File: config.mk
export PLATFORM = sky130hd
export DESIGN_NAME = falafel_lsu_arbiter
export DESIGN_NICKNAME = d
export VERILOG_FILES = /design/src/rtl/falafel_lsu_arbiter.sv
export SDC_FILE = /design/constraint.sdc
export NUM_CORES = 1
export LEC_CHECK = 0
export ABC_AREA = 1
export CAP_MARGIN = 20
export CORE_AREA = 3 3 196 198
export CTS_CLUSTER_DIAMETER = 100
export DETAILED_ROUTE_END_ITERATION = 8
export DIE_AREA = 0 0 199 201
export PLACE_DENSITY_LB_ADDON = 0.3
export SLEW_MARGIN = 20
export SYNTH_ARGS = -nofsm -noshare
export SYNTH_HDL_FRONTEND = slang
export SYNTH_SLANG_ARGS = --single-unit
File: constraint.sdc
create_clock -name clk_i -period 3.3 [get_ports clk_i]
set_input_delay 0.66 -clock clk_i [delete_from_list [all_inputs] [get_ports clk_i]]
set_output_delay 0.66 -clock clk_i [all_outputs]
set_load 0.01 [all_outputs]
File: src/rtl/falafel_lsu_arbiter.sv
// falafel_lsu_arbiter: shares one falafel LSU core-side port between N_REQ
// requesters. Round-robin per transaction; a completed LOCK gives the owner
// exclusive use of the LSU until its UNLOCK completes.

package falafel_pkg;
  typedef enum logic [2:0] {
    OP_LOAD                    = 3'd0,
    OP_LOCK                    = 3'd1,
    OP_UNLOCK                  = 3'd2,
    OP_EDIT_SIZE_AND_NEXT_ADDR = 3'd3,
    OP_EDIT_NEXT_ADDR          = 3'd4
  } lsu_op_e;

  typedef struct packed {
    logic [31:0] size;
    logic [31:0] next_addr;
  } header_t;

  typedef struct packed {
    logic    val;
    lsu_op_e lsu_op;
    logic [31:0] addr;
    header_t header;
  } header_req_t;

  typedef struct packed {
    logic    val;
    header_t header;
  } header_rsp_t;
endpackage

module falafel_lsu_arbiter
  import falafel_pkg::*;
#(
  parameter int N_REQ = 2,
  parameter int IDX_W = (N_REQ > 1) ? $clog2(N_REQ) : 1
) (
  input  logic                     clk_i,
  input  logic                     rst_i,
  input  header_req_t [N_REQ-1:0]  req_header_i,
  output logic [N_REQ-1:0]         req_ready_o,
  output header_rsp_t [N_REQ-1:0]  rsp_header_o,
  input  logic [N_REQ-1:0]         rsp_rdy_i,
  output header_req_t              lsu_req_header_o,
  input  logic                     lsu_ready_i,
  input  header_rsp_t              lsu_rsp_header_i,
  output logic                     lsu_core_rdy_o,
  output logic                     lock_held_o,
  output logic [IDX_W-1:0]         lock_owner_o,
  output logic                     err_o
);

  typedef enum logic [1:0] {ST_IDLE, ST_BUSY, ST_LOCAL_RSP} state_e;

  state_e           state_q, state_d;
  logic [IDX_W-1:0] cur_q, cur_d;
  lsu_op_e          op_q, op_d;
  logic [IDX_W-1:0] rr_ptr_q;
  logic             locked_q;
  logic [IDX_W-1:0] owner_q;
  // High for the first cycle out of reset: the arbiter stays silent then.
  logic             wake_q;

  logic             found;
  logic [IDX_W-1:0] win;
  logic [IDX_W-1:0] cand_idx;
  int               cand;
  logic             complete;
  logic [IDX_W-1:0] cur_next;

  assign cur_next = (cur_q == IDX_W'(N_REQ - 1)) ? '0 : cur_q + IDX_W'(1);

  // Round-robin pick, FSM next state and all port outputs.
  always_comb begin
    // NOTE: every variable gets a default before any branch, so no path
    // through this block can leave one unassigned and infer a latch.
    state_d          = state_q;
    cur_d            = cur_q;
    op_d             = op_q;
    req_ready_o      = '0;
    rsp_header_o     = '0;
    lsu_req_header_o = '0;
    lsu_core_rdy_o   = 1'b0;
    err_o            = 1'b0;
    complete         = 1'b0;
    found            = 1'b0;
    win              = '0;
    cand             = 0;
    cand_idx         = '0;

    for (int i = 0; i < N_REQ; i++) begin
      cand = int'(rr_ptr_q) + i;
      if (cand >= N_REQ) cand = cand - N_REQ;
      cand_idx = IDX_W'(cand);
      if (!found && req_header_i[cand_idx].val &&
          (!locked_q || cand_idx == owner_q)) begin
        found = 1'b1;
        win   = cand_idx;
      end
    end

    case (state_q)
      ST_IDLE: begin
        if (found && !wake_q) begin
          if (locked_q && req_header_i[win].lsu_op == OP_LOCK) begin
            // Nested LOCK would spin the LSU forever: answer it locally.
            req_ready_o[win] = 1'b1;
            err_o            = 1'b1;
            cur_d            = win;
            state_d          = ST_LOCAL_RSP;
          end else if (lsu_ready_i) begin
            lsu_req_header_o     = req_header_i[win];
            lsu_req_header_o.val = 1'b1;
            req_ready_o[win]     = 1'b1;
            cur_d                = win;
            op_d                 = req_header_i[win].lsu_op;
            state_d              = ST_BUSY;
          end
        end
      end
      ST_BUSY: begin
        rsp_header_o[cur_q] = lsu_rsp_header_i;
        lsu_core_rdy_o      = rsp_rdy_i[cur_q];
        if (lsu_rsp_header_i.val && rsp_rdy_i[cur_q]) begin
          complete = 1'b1;
          state_d  = ST_IDLE;
          if (op_q == OP_UNLOCK && !locked_q) err_o = 1'b1;
        end
      end
      ST_LOCAL_RSP: begin
        rsp_header_o[cur_q].val = 1'b1;
        if (rsp_rdy_i[cur_q]) state_d = ST_IDLE;
      end
      default: state_d = ST_IDLE;
    endcase

    if (rst_i) begin
      req_ready_o      = '0;
      rsp_header_o     = '0;
      lsu_req_header_o = '0;
      lsu_core_rdy_o   = 1'b0;
      err_o            = 1'b0;
    end
  end

  assign lock_held_o  = locked_q & ~rst_i;
  assign lock_owner_o = rst_i ? '0 : owner_q;

  // State registers; lock and round-robin pointer update on LSU completion.
  always_ff @(posedge clk_i) begin
    // NOTE: state uses non-blocking assignments so every register samples
    // pre-edge values regardless of statement order.
    if (rst_i) begin
      state_q  <= ST_IDLE;
      cur_q    <= '0;
      op_q     <= OP_LOAD;
      rr_ptr_q <= '0;
      locked_q <= 1'b0;
      owner_q  <= '0;
      wake_q   <= 1'b1;
    end else begin
      wake_q  <= 1'b0;
      state_q <= state_d;
      cur_q   <= cur_d;
      op_q    <= op_d;
      if (complete) begin
        case (op_q)
          OP_LOCK: begin
            locked_q <= 1'b1;
            owner_q  <= cur_q;
          end
          OP_UNLOCK: begin
            locked_q <= 1'b0;
            rr_ptr_q <= cur_next;
          end
          default: begin
            if (!locked_q) rr_ptr_q <= cur_next;
          end
        endcase
      end
    end
  end

endmodule

==> run_results.csv <==
group,metric,value,unit
cells_and_area,n_fill_cell,4108,
critical_path,max_stage_delay,0.32,ns
hold_path,holdPathStages,2,
routing,wl,27.3,mm
logic_synthesis,syn_area_per_cell,5.05,sq um
global_route,grt_overflow,0,
place,place_inst,1638,
timing,period_minus_slack,3.20,ns
floorplanning,initial_core_util,9.32,%
logic_synthesis,synth_flop_cell,"dfxtp_1",
cells_and_area,fin_cells,1664,
critical_path,rrSetupSlack,1.23,ns
clock_tree,cts_sinks,10,
logic_synthesis,synth_area_leader_cell,"nor3_1",
power_and_ir_drop,p_leak,3.94,nW
power_and_ir_drop,ir_drop,0.000189,V
floorplanning,fp.dieArea,40000,sq um
floorplanning,fp-row-count,70,
logic_synthesis,yosysTopAreaCellShare,18.7,%
critical_path,slowest_stage,"bufbuf_16",
global_route,grt_pass1_vias,6410,
routing,wl_per_cell,16.4,microns
logic_synthesis,netlist_top_cells_area,"nor3_1, nand3_1, nand2_1",
place,gp_congestion,0.862,
logic_synthesis,synth_edf_count,0,
critical_path,crit_fanout,21,
logic_synthesis,synthTopCellsByCount,"nand2_1, nor3_1, nand3_1",
critical_path,crit_type,"input port to output port",
logic_synthesis,yosysWarnings,0,
critical_path,end_kind,"output port",
clock_tree,clk_latency,0.23,ns
place,hpwlAfterDp,21.6,mm
hold_path,hold_end,"op_q[0]$_SDFFE_PP0P_",
routing,ant_nets,0,
logic_synthesis,yosysMostFrequentCell,"nand2_1",
logic_synthesis,synthCells,677,
timing,finalHoldViolations,0,
global_route,antenna_found_initial,4,
floorplanning,core_area,36700,sq um
timing,drv_slew,0,
critical_path,critPathArrivalTime,2.54,ns
critical_path,reg2regPathDepth,16,
cells_and_area,nets,1468,
clock_tree,cts_buffers,3,
clock_tree,cts_buffer_depth,2,
timing,whs,0.508,ns
logic_synthesis,netlist_area,3420,sq um
cells_and_area,syn_to_final_growth,176,%
clock_tree,cts_tree,"done",
routing,drtIter0Drc,372,
timing,slew_headroom,75.3,%
critical_path,cp_cell_sequence,"buf_6 > nand2_4 > nand3_4 > nand2_4 > nand2_2 > a21o_1 > nor2_2 > nand2_1 > inv_1 > nand2_2 > nor2_4 > clkinv_4 > bufbuf_16 > a21oi_2 > clkdlybuf4s15_2",
clock_tree,cts_htree_levels,1,
cells_and_area,final_core_util,25.7,%
routing,dr.pass1.iters,5,
place,port_buffers,505,
timing,timing.fmax,313,MHz
timing,setup_viol,0,
cells_and_area,drive_gt1_share,21.1,%
timing,period_share,97.0,%
clock_tree,path_clk_slew,0.04,ns
logic_synthesis,synth-seq-cells,10,
clock_tree,cts_root_buf,"clkbuf_16",
global_route,grt_first_pass_wirelength,38.6,mm
flow_run,cap_violations,0,
routing,drc,0,
logic_synthesis,ys_seq_area_share,5.85,%
outcome,status,"complete, no violations",
timing,fin_skew,0.00398,ns
logic_synthesis,ys_types,27,
routing,via_per_inst,3.93,
timing,finalSetupTns,0,ns
critical_path,worstReg2RegEnd,"op_q[2]$_SDFFE_PP0P_",
floorplanning,io_pins,506,
timing,tightestPinTransition,0.370,ns
critical_path,cp-start-kind,"input port",
logic_synthesis,syn_nets,950,
logic_synthesis,synth-async-reset-ratio,0,%
cells_and_area,register_area,204,sq um
floorplanning,die_w,199,microns
floorplanning,chipHeight,201,microns
global_route,grt_max_degree,75,
hold_path,hold_path_startpoint,"op_q[0]$_SDFFE_PP0P_",
routing,vias,6543,
hold_path,hold_path.class,"register to register",
power_and_ir_drop,powerDensity,135,nW/um^2
cells_and_area,multi_input_area,2700,sq um
global_route,grt_usage,12.4,%
critical_path,cp.required,2.64,ns
critical_path,reg2reg_from,"rr_ptr_q$_SDFFE_PP0P_",
-- critical path, delay by kind of cell --
kind | cells | cell delay, ns
buf+inv | 5 | 0.85
simple gates | 8 | 0.70
compound gates | 2 | 0.33
-- kinds of logic (layout without fill, tap and decap cells) --
group                      after synthesis  in the layout  synth area share (%)
DFF                                     10             10                  5.85
adders and majority gates                3              3                  1.10
other                                    0              2                     0
buffers and inverters                  159            676                  18.8
and+or+nand+nor                        394            394                  53.2
AOI/OAI and AO/OA                      111            111                  21.0
-- per-layer routing --
layer	wire (microns)	GRT usage, %
met3	2490	3.73
met2	13800	23.1
met5	27	0
met1	10200	13.2
met4	745	3.59
-- timing repair --
item | 4_1_cts | 5_1_grt
cloned | 5 | 1
setup buffers | 14 | 2
endpoints found under the setup margin | 102 | 101
gates resized for setup | 384 | 30
hold buffers | 0 | 0
pin swaps | 7 | 11
-- stage by stage --
step                power, mW  area, sq um  setup WS (ns)
floorplan               0.459         3420          0.423
global placement         1.01         9330         -0.605
detailed placement       1.01         9330         -0.636
CTS                      1.27         9330         0.0110
global route             1.36         9420        -0.0193
finish                   1.27         9420          0.100
-- state kept, by name, summed over array words and instances, names as in the netlist --
register / cells
cur_q: 1
locked_q: 1
op_q: 3
owner_q: 1
rr_ptr_q: 1
state_q: 2
wake_q: 1
-- placed cells by master, fill, tap and decap left out, drive strengths merged --
master	instances
diode	2
or2	1
and3	1
clkbuf	5
a211oi	1
clkdlybuf4s50	401
nor2	19
inv	88
o21ai	4
clkinv	1
dfxtp	10
ha	3
nand2	136
a21oi	103
bufbuf	1
nor3	128
dlygate4sd2	7
o21a	1
buf	160
a21o	1
nor3b	1
nand3	108
clkdlybuf4s15	13
a311oi	1
-- layout make-up --
cell class	instances	share of cell area, %
Timing Repair Buffer	583	58.3
Antenna cell	2	0.0531
Multi-Input combinational cell	508	28.7
Sequential cell	10	2.16
Inverter	89	3.63
Clock buffer	4	0.943
Tap cell	468	6.22
-- power by group --
group / leakage (nW) / switching, mW / internal (mW)
logic: 3.82 / 0.409 / 0.500
registers: 0.0822 / 0.00419 / 0.126
clock network: 0.0442 / 0.0528 / 0.182
total: 3.94 / 0.466 / 0.808
-- how the worst max path moves through the flow --
stage                          startpoint                    to  slack [ns]  cells past startpoint
finish                  req_header_i[199]  lsu_req_header_o[14]        0.10                     15
detailed placement      req_header_i[199]   lsu_req_header_o[2]       -0.64                     17
CTS                     req_header_i[199]  lsu_req_header_o[14]        0.01                     16
global route        rr_ptr_q$_SDFFE_PP0P_  lsu_req_header_o[14]       -0.02                     15
floorplan               req_header_i[199]  lsu_req_header_o[56]        0.42                     15
global placement        req_header_i[199]   lsu_req_header_o[0]       -0.61                     17
(Power assumes the default switching activity.)
==> RTL change 1: new RTL, same flow settings <==
`N_REQ`: 2 -> 1.
--- a/src/rtl/falafel_lsu_arbiter.sv
+++ b/src/rtl/falafel_lsu_arbiter.sv
@@ -32,7 +32,7 @@
 module falafel_lsu_arbiter
   import falafel_pkg::*;
 #(
-  parameter int N_REQ = 2,
+  parameter int N_REQ = 1,
   parameter int IDX_W = (N_REQ > 1) ? $clog2(N_REQ) : 1
 ) (
   input  logic                     clk_i,
Interface: changed (resized req_header_i, req_ready_o, rsp_header_o and rsp_rdy_i); port bits go from 506 to 339. No check against the original RTL was run, so the function may have changed too.
==> RTL change 1 against the unedited design <==
  * Wire length decreased by 52%
  * Synthesized area fell by 29%
  * Highest routed layer is now met4
  * Largest cell class unchanged
  * Critical path type unchanged
  * Cell area shrank 29%
  * Total power up 22%
  * Hold slack worse by 0.0050 ns
  * Count of clock-buffer cells in the layout stayed put
  * Clock power down 13%
  * Setup slack better by 0.0089 ns
  * Sequential cell count down 3
==> RTL change 1: results (changes against the unedited design) <==
| Metric | Value |
|---|---|
| Status | completed |
| Starting DRT DRC Count | 83 (-78%) |
| Drt first pass iters | 4 (-1) |
| Mean routed wirelength per cell | 10.5 um (-36%) |
| Largest net degree at the start of global routing | 68 (-9.3%) |
| Fin nets | 938 (-36%) |
| Main area contributors after synthesis | nor2_4, inv_1, nor2_1 |
| R2r setup slk | 1.61 ns (+0.38 ns) |
| DP Worst Slack | -0.119 ns (+0.517 ns) |
| Initial antenna violation count | 0 (-4) |
| Worst Reg-to-Reg Cells | 7 (-9) |
| Largest fanout on the critical path | 17 (-19%) |
| Worst R2R Start | state_q[0]$_SDFFE_PP0P_ |
| Clk_skew | 0.00239 ns (-0.00160 ns) |
| Routed via count | 3,513 (-46%) |
| I/O Buffers | 337 (-33%) |
| Ratio of cells with drive above 1 in the final layout | 0.140 (-0.0712) |
| First-pass GRT wire length | 18,900 um (-51%) |
| Cell Area, Placed | 6420 sq um (-31%) |
| Internal Power | 0.892 mW (+10%) |
| Library cells used by synthesis | 22 (-19%) |
| Sequential share of the synthesized area | 0.0581 (-0.000483) |
| Total Routing Usage GR | 0.0595 (-0.0641) |
| Worst vdd ir | 249 uV (+32%) |
| Detailed placer's ending HPWL | 11,400 um (-47%) |
| Met3 usage | 0.0238 (-0.0134) |
| Routability cong. | 0.719 (-17%) |
| Lkg Pwr | 3.75 nW (-4.9%) |
| Commonest cells in the netlist | inv_1, nor2_1, nand2_1, nor2_4 |
| Crit path arrival time | 2.53 ns (about the same) |
| Hold_sp | op_q[1]$_SDFFE_PP0P_ |
| Vias in the first global route | 3,442 (-46%) |
| Worst Hold End | op_q[1]$_SDFFE_PP0P_ |
| Drt drc | 0 (unchanged) |
| Ant. Diodes | 0 (-2) |
| GR Util met1 | 0.0684 (-0.0641) |
| Met2 Use GR | 0.107 (-0.124) |
| Syn nets | 596 (-37%) |
-- RTL change 1: repair_timing --
action,CTS,global route
hold buffers,0,0
setup endpoints to repair,47,89
resized for setup,7,63
buffers inserted,0,2
-- RTL change 1: worst max-delay path by stage --
stage | slack [ns] | from | to | cells after the start
global route | -0.001 | req_header_i[99] | lsu_req_header_o[18] | 7
CTS | 0.009 | req_header_i[99] | lsu_req_header_o[78] | 8
detailed placement | -0.12 | rsp_rdy_i | err_o | 8
global placement | -0.13 | rsp_rdy_i | err_o | 8
finish | 0.11 | req_header_i[99] | lsu_req_header_o[35] | 8
floorplan | 1.13 | rst_i | lsu_req_header_o[98] | 6
-- RTL change 1: final cells by class --
cell class | instances | area (sq um)
fillers | 4153 | 30000
repair buffers | 364 | 3810
multi-input cells | 275 | 1650
well taps | 468 | 586
inverters | 115 | 432
flip-flops and latches | 7 | 140
clock buffers | 4 | 78.8
-- RTL change 1: worst max-delay path: stages --
cell and delay (ns):
clkdlybuf4s50_1 0.52, nand3_2 0.14, nor2_4 0.15, nand3_4 0.10
buf_12 0.18, buf_4 0.17, nor2_4 0.06, clkdlybuf4s50_1 0.53
-- RTL change 1: power groups by stage --
stage	logic [mW]	registers (mW)	clock network, mW
2_1_floorplan	0.603	0.108	0
3_3_place_gp	1.27	0.109	0
3_5_place_dp	1.26	0.110	0
4_1_cts	1.27	0.108	0.211
5_1_grt	1.39	0.110	0.216
6_report	1.24	0.108	0.204
-- RTL change 1: kinds of logic (layout without fill, tap and decap cells) --
family | Yosys count | count (layout) | synth area share
AO/OA/AOI/OAI | 8 | 8 | 0.0181
buffers and inverters | 142 | 483 | 0.273
adder cells (fa/ha/maj) | 3 | 3 | 0.0156
flip-flops | 7 | 7 | 0.0581
AND/OR/NAND/NOR | 263 | 263 | 0.633
other | 1 | 1 | 0.00155
-- RTL change 1: layer usage --
layer | vias up | wire (um)
met4 | 0 | 66
met1 | 1458 | 5060
met3 | 4 | 1630
li1 | 1838 | -
met2 | 213 | 6250
met5 | - | 0
-- RTL change 1: through the flow --
| step | std cells | hold slack, ns |
|---|---|---|
| global placement | 1227 | 0.492 |
| floorplan | 424 | 0.460 |
| finish | 1233 | 0.503 |
| detailed placement | 1227 | 0.491 |
| global route | 1233 | 0.538 |
| CTS | 1231 | 0.499 |
==> RTL change 2: new RTL, same settings <==
Without the edit above. Make the reset (`rst_i`) asynchronous in one clocked block.
--- a/src/rtl/falafel_lsu_arbiter.sv
+++ b/src/rtl/falafel_lsu_arbiter.sv
@@ -147,7 +147,7 @@
   assign lock_owner_o = rst_i ? '0 : owner_q;
 
   // State registers; lock and round-robin pointer update on LSU completion.
-  always_ff @(posedge clk_i) begin
+  always_ff @(posedge clk_i or posedge rst_i) begin
     // NOTE: state uses non-blocking assignments so every register samples
     // pre-edge values regardless of statement order.
     if (rst_i) begin
Behaviour: same outputs for any inputs over 4 cycles, from zero or initial values and one cycle with rst_i high; that may be too few to reach the edited logic, so the function may still have changed.
==> RTL change 2 against the unedited design <==
  * Wire length down 1.3%
  * Critical path depth down 9
  * Critical path type unchanged
  * Cell area fell by 0.89%
  * Via count down 4.4%
  * Sequential cell count unchanged
  * First-iteration DRC count is 48% lower
  * Highest routed layer is now met4
  * Synthesized area is 3.0% higher
  * Largest cell class unchanged
  * Fmax grew 2.2%
  * Setup slack improved by 0.068 ns
Power is left out: it rests on default switching activity, and per cell area and clock period it moved more than threefold.
==> RTL change 2: results (changes against the unedited design) <==
| Metric | Value |
|---|---|
| Met3 usage | 0.0274 (-0.00990) |
| Ant. Diodes | 1 (-1) |
| Highest metal used | met4 |
| Starting DRT DRC Count | 195 (-48%) |
| Vias per cell | 3.82 (-2.8%) |
| HP Class | flip-flop to flip-flop |
| Initial antenna violation count | 1 (-3) |
| CTS Buf Count | 3 (unchanged) |
| Clk_skew | 0.00167 ns (-0.00231 ns) |
| Commonest cells in the netlist | nand2_1, nor3_1, a21oi_2, inv_1, clkbuf_1 |
| GR Util met1 | 0.137 (+0.00448) |
| # hold bufs at CTS | 0 (unchanged) |
| Clock buffers | 4 (unchanged) |
| Met2 Use GR | 0.251 (+0.0195) |
| Syn nets | 932 (-1.9%) |
| Largest area contributor in the netlist | nand2_1 |
| Routability cong. | 0.849 (-1.5%) |
| I/O Buffers | 505 (unchanged) |
| # fillers | 4,125 (+0.41%) |
| #MultiIn Comb | 508 (unchanged) |
| Fin nets | 1,441 (-1.8%) |
| Post-route insts no fill | 1,636 (-1.7%) |
| R2r setup slk | 1.24 ns |
| Library cells used by synthesis | 28 (+3.7%) |
| Mux share of post-synthesis cell area | 0.00284 (+0.00284) |
| Synth Warn # | 0 (unchanged) |
| Core Region | 36,700 sq um (unchanged) |
| Largest fanout on the critical path | 55 (+160%) |
| Largest regs | op_q x3, state_q x2 |
| Clock Pin Slew Worst Setup and Hold Paths | 0.04 ns (about the same) |
| Final wirelength | 27,000 um (-1.3%) |
| Compound-gate portion of the synthesized area | 0.258 (+0.0486) |
| Main area contributors after synthesis | nand2_1, a21oi_2, nor3_1 |
| First-pass GRT wire length | 39,200 um (+1.4%) |
| Nonclk buf count | 562 (-3.6%) |
| Status | completed |
| Asr flop ratio synth | 1.00 (+1.00) |
| Crit path arrival time | 2.47 ns (-0.07 ns) |
| Multi-input gate share of total cell area | 0.289 (+0.00258) |
| Drt first pass iters | 4 (-1) |
| Sequential share of the synthesized area | 0.0714 (+0.0129) |
| Vias in the first global route | 6,509 (+1.5%) |
| CTS sink count | 10 (unchanged) |
| Synth Area in XOR/XNOR | 0 (unchanged) |
| Met1 Wirelength | 10,200 um (-0.70%) |
| Post-Syn Instances | 659 (-2.7%) |
| Routed length on met3 | 2200 um (-12%) |
| Post-synthesis adder-cell area fraction | 0.0107 (-0.000320) |
| Largest net degree at the start of global routing | 66 (-12%) |
| Seq. cell area | 251 sq um (+23%) |
| Total Routing Usage GR | 0.126 (+0.00240) |
| Ratio of cells with drive above 1 in the final layout | 0.229 (+0.0177) |
| Top FF cell, synth | dfrtp_1 |
| Final clock-cell share | 0.00951 (+0.0000846) |
| Detailed placer's ending HPWL | 22,100 um (+2.3%) |
| NonClk Buf Share | 0.576 (-0.00709) |
| Met2 wire len | 14,400 um (+3.7%) |
| Inverters | 83 (-6.7%) |
## RTL change 2: cell count changes in the layout (fill, tap and decap cells not counted), sizes merged, moves of 2 or more
| cell | delta |
|---|---|
| nand3 | -98 |
| nand2 | +95 |
| buf | -86 |
| clkbuf | +61 |
| dfxtp | -10 |
| dlygate4sd2 | +10 |
| dfrtp | +9 |
| inv | -7 |
| clkdlybuf4s15 | -5 |
| nor3 | +3 |
| nand4 | +2 |
## RTL change 2: worst paths after layout
path                                 startpoint  depth (start not counted)                   to
setup / recovery                          rst_i                          6     rsp_header_o[41]
hold / removal              op_q[0]$_DFFE_PP0P_                          2  op_q[0]$_DFFE_PP0P_
setup reg to reg           rr_ptr_q$_DFFE_PP0P_                         15    cur_q$_DFFE_PP0P_
hold reg to reg             op_q[0]$_DFFE_PP0P_                          2  op_q[0]$_DFFE_PP0P_
max in group asynchronous                 rst_i                          3  owner_q$_DFFE_PP0P_
min in group asynchronous                 rst_i                          2  op_q[1]$_DFFE_PP0P_
## RTL change 2: metrics by stage
stage	instance area (sq um)	setup slack (ns)	hold WS (ns)	setup TNS [ns]	utilization
floorplan	3520	0.660	0.459	0	-
global route	9340	0.0119	0.510	0	0.254
global placement	9330	-0.466	0.483	-40.61	0.254
CTS	9560	0.0367	0.497	0	0.260
finish	9340	0.168	0.498	0	0.254
detailed placement	9330	-0.521	0.486	-46.08	0.254
## RTL change 2: worst max-delay path, cell delays in order
cell and delay (ns):
clkdlybuf4s50_1 0.47, inv_4 0.16, nand2_2 0.12, buf_12 0.20, nor3_1 0.24, clkdlybuf4s50_1 0.58
## RTL change 2: what timing repair did
action,CTS,global route
endpoints found under the setup margin,103,107
setup buffers,6,0
cloned,5,0
pin swaps,7,2
resized for setup,186,129
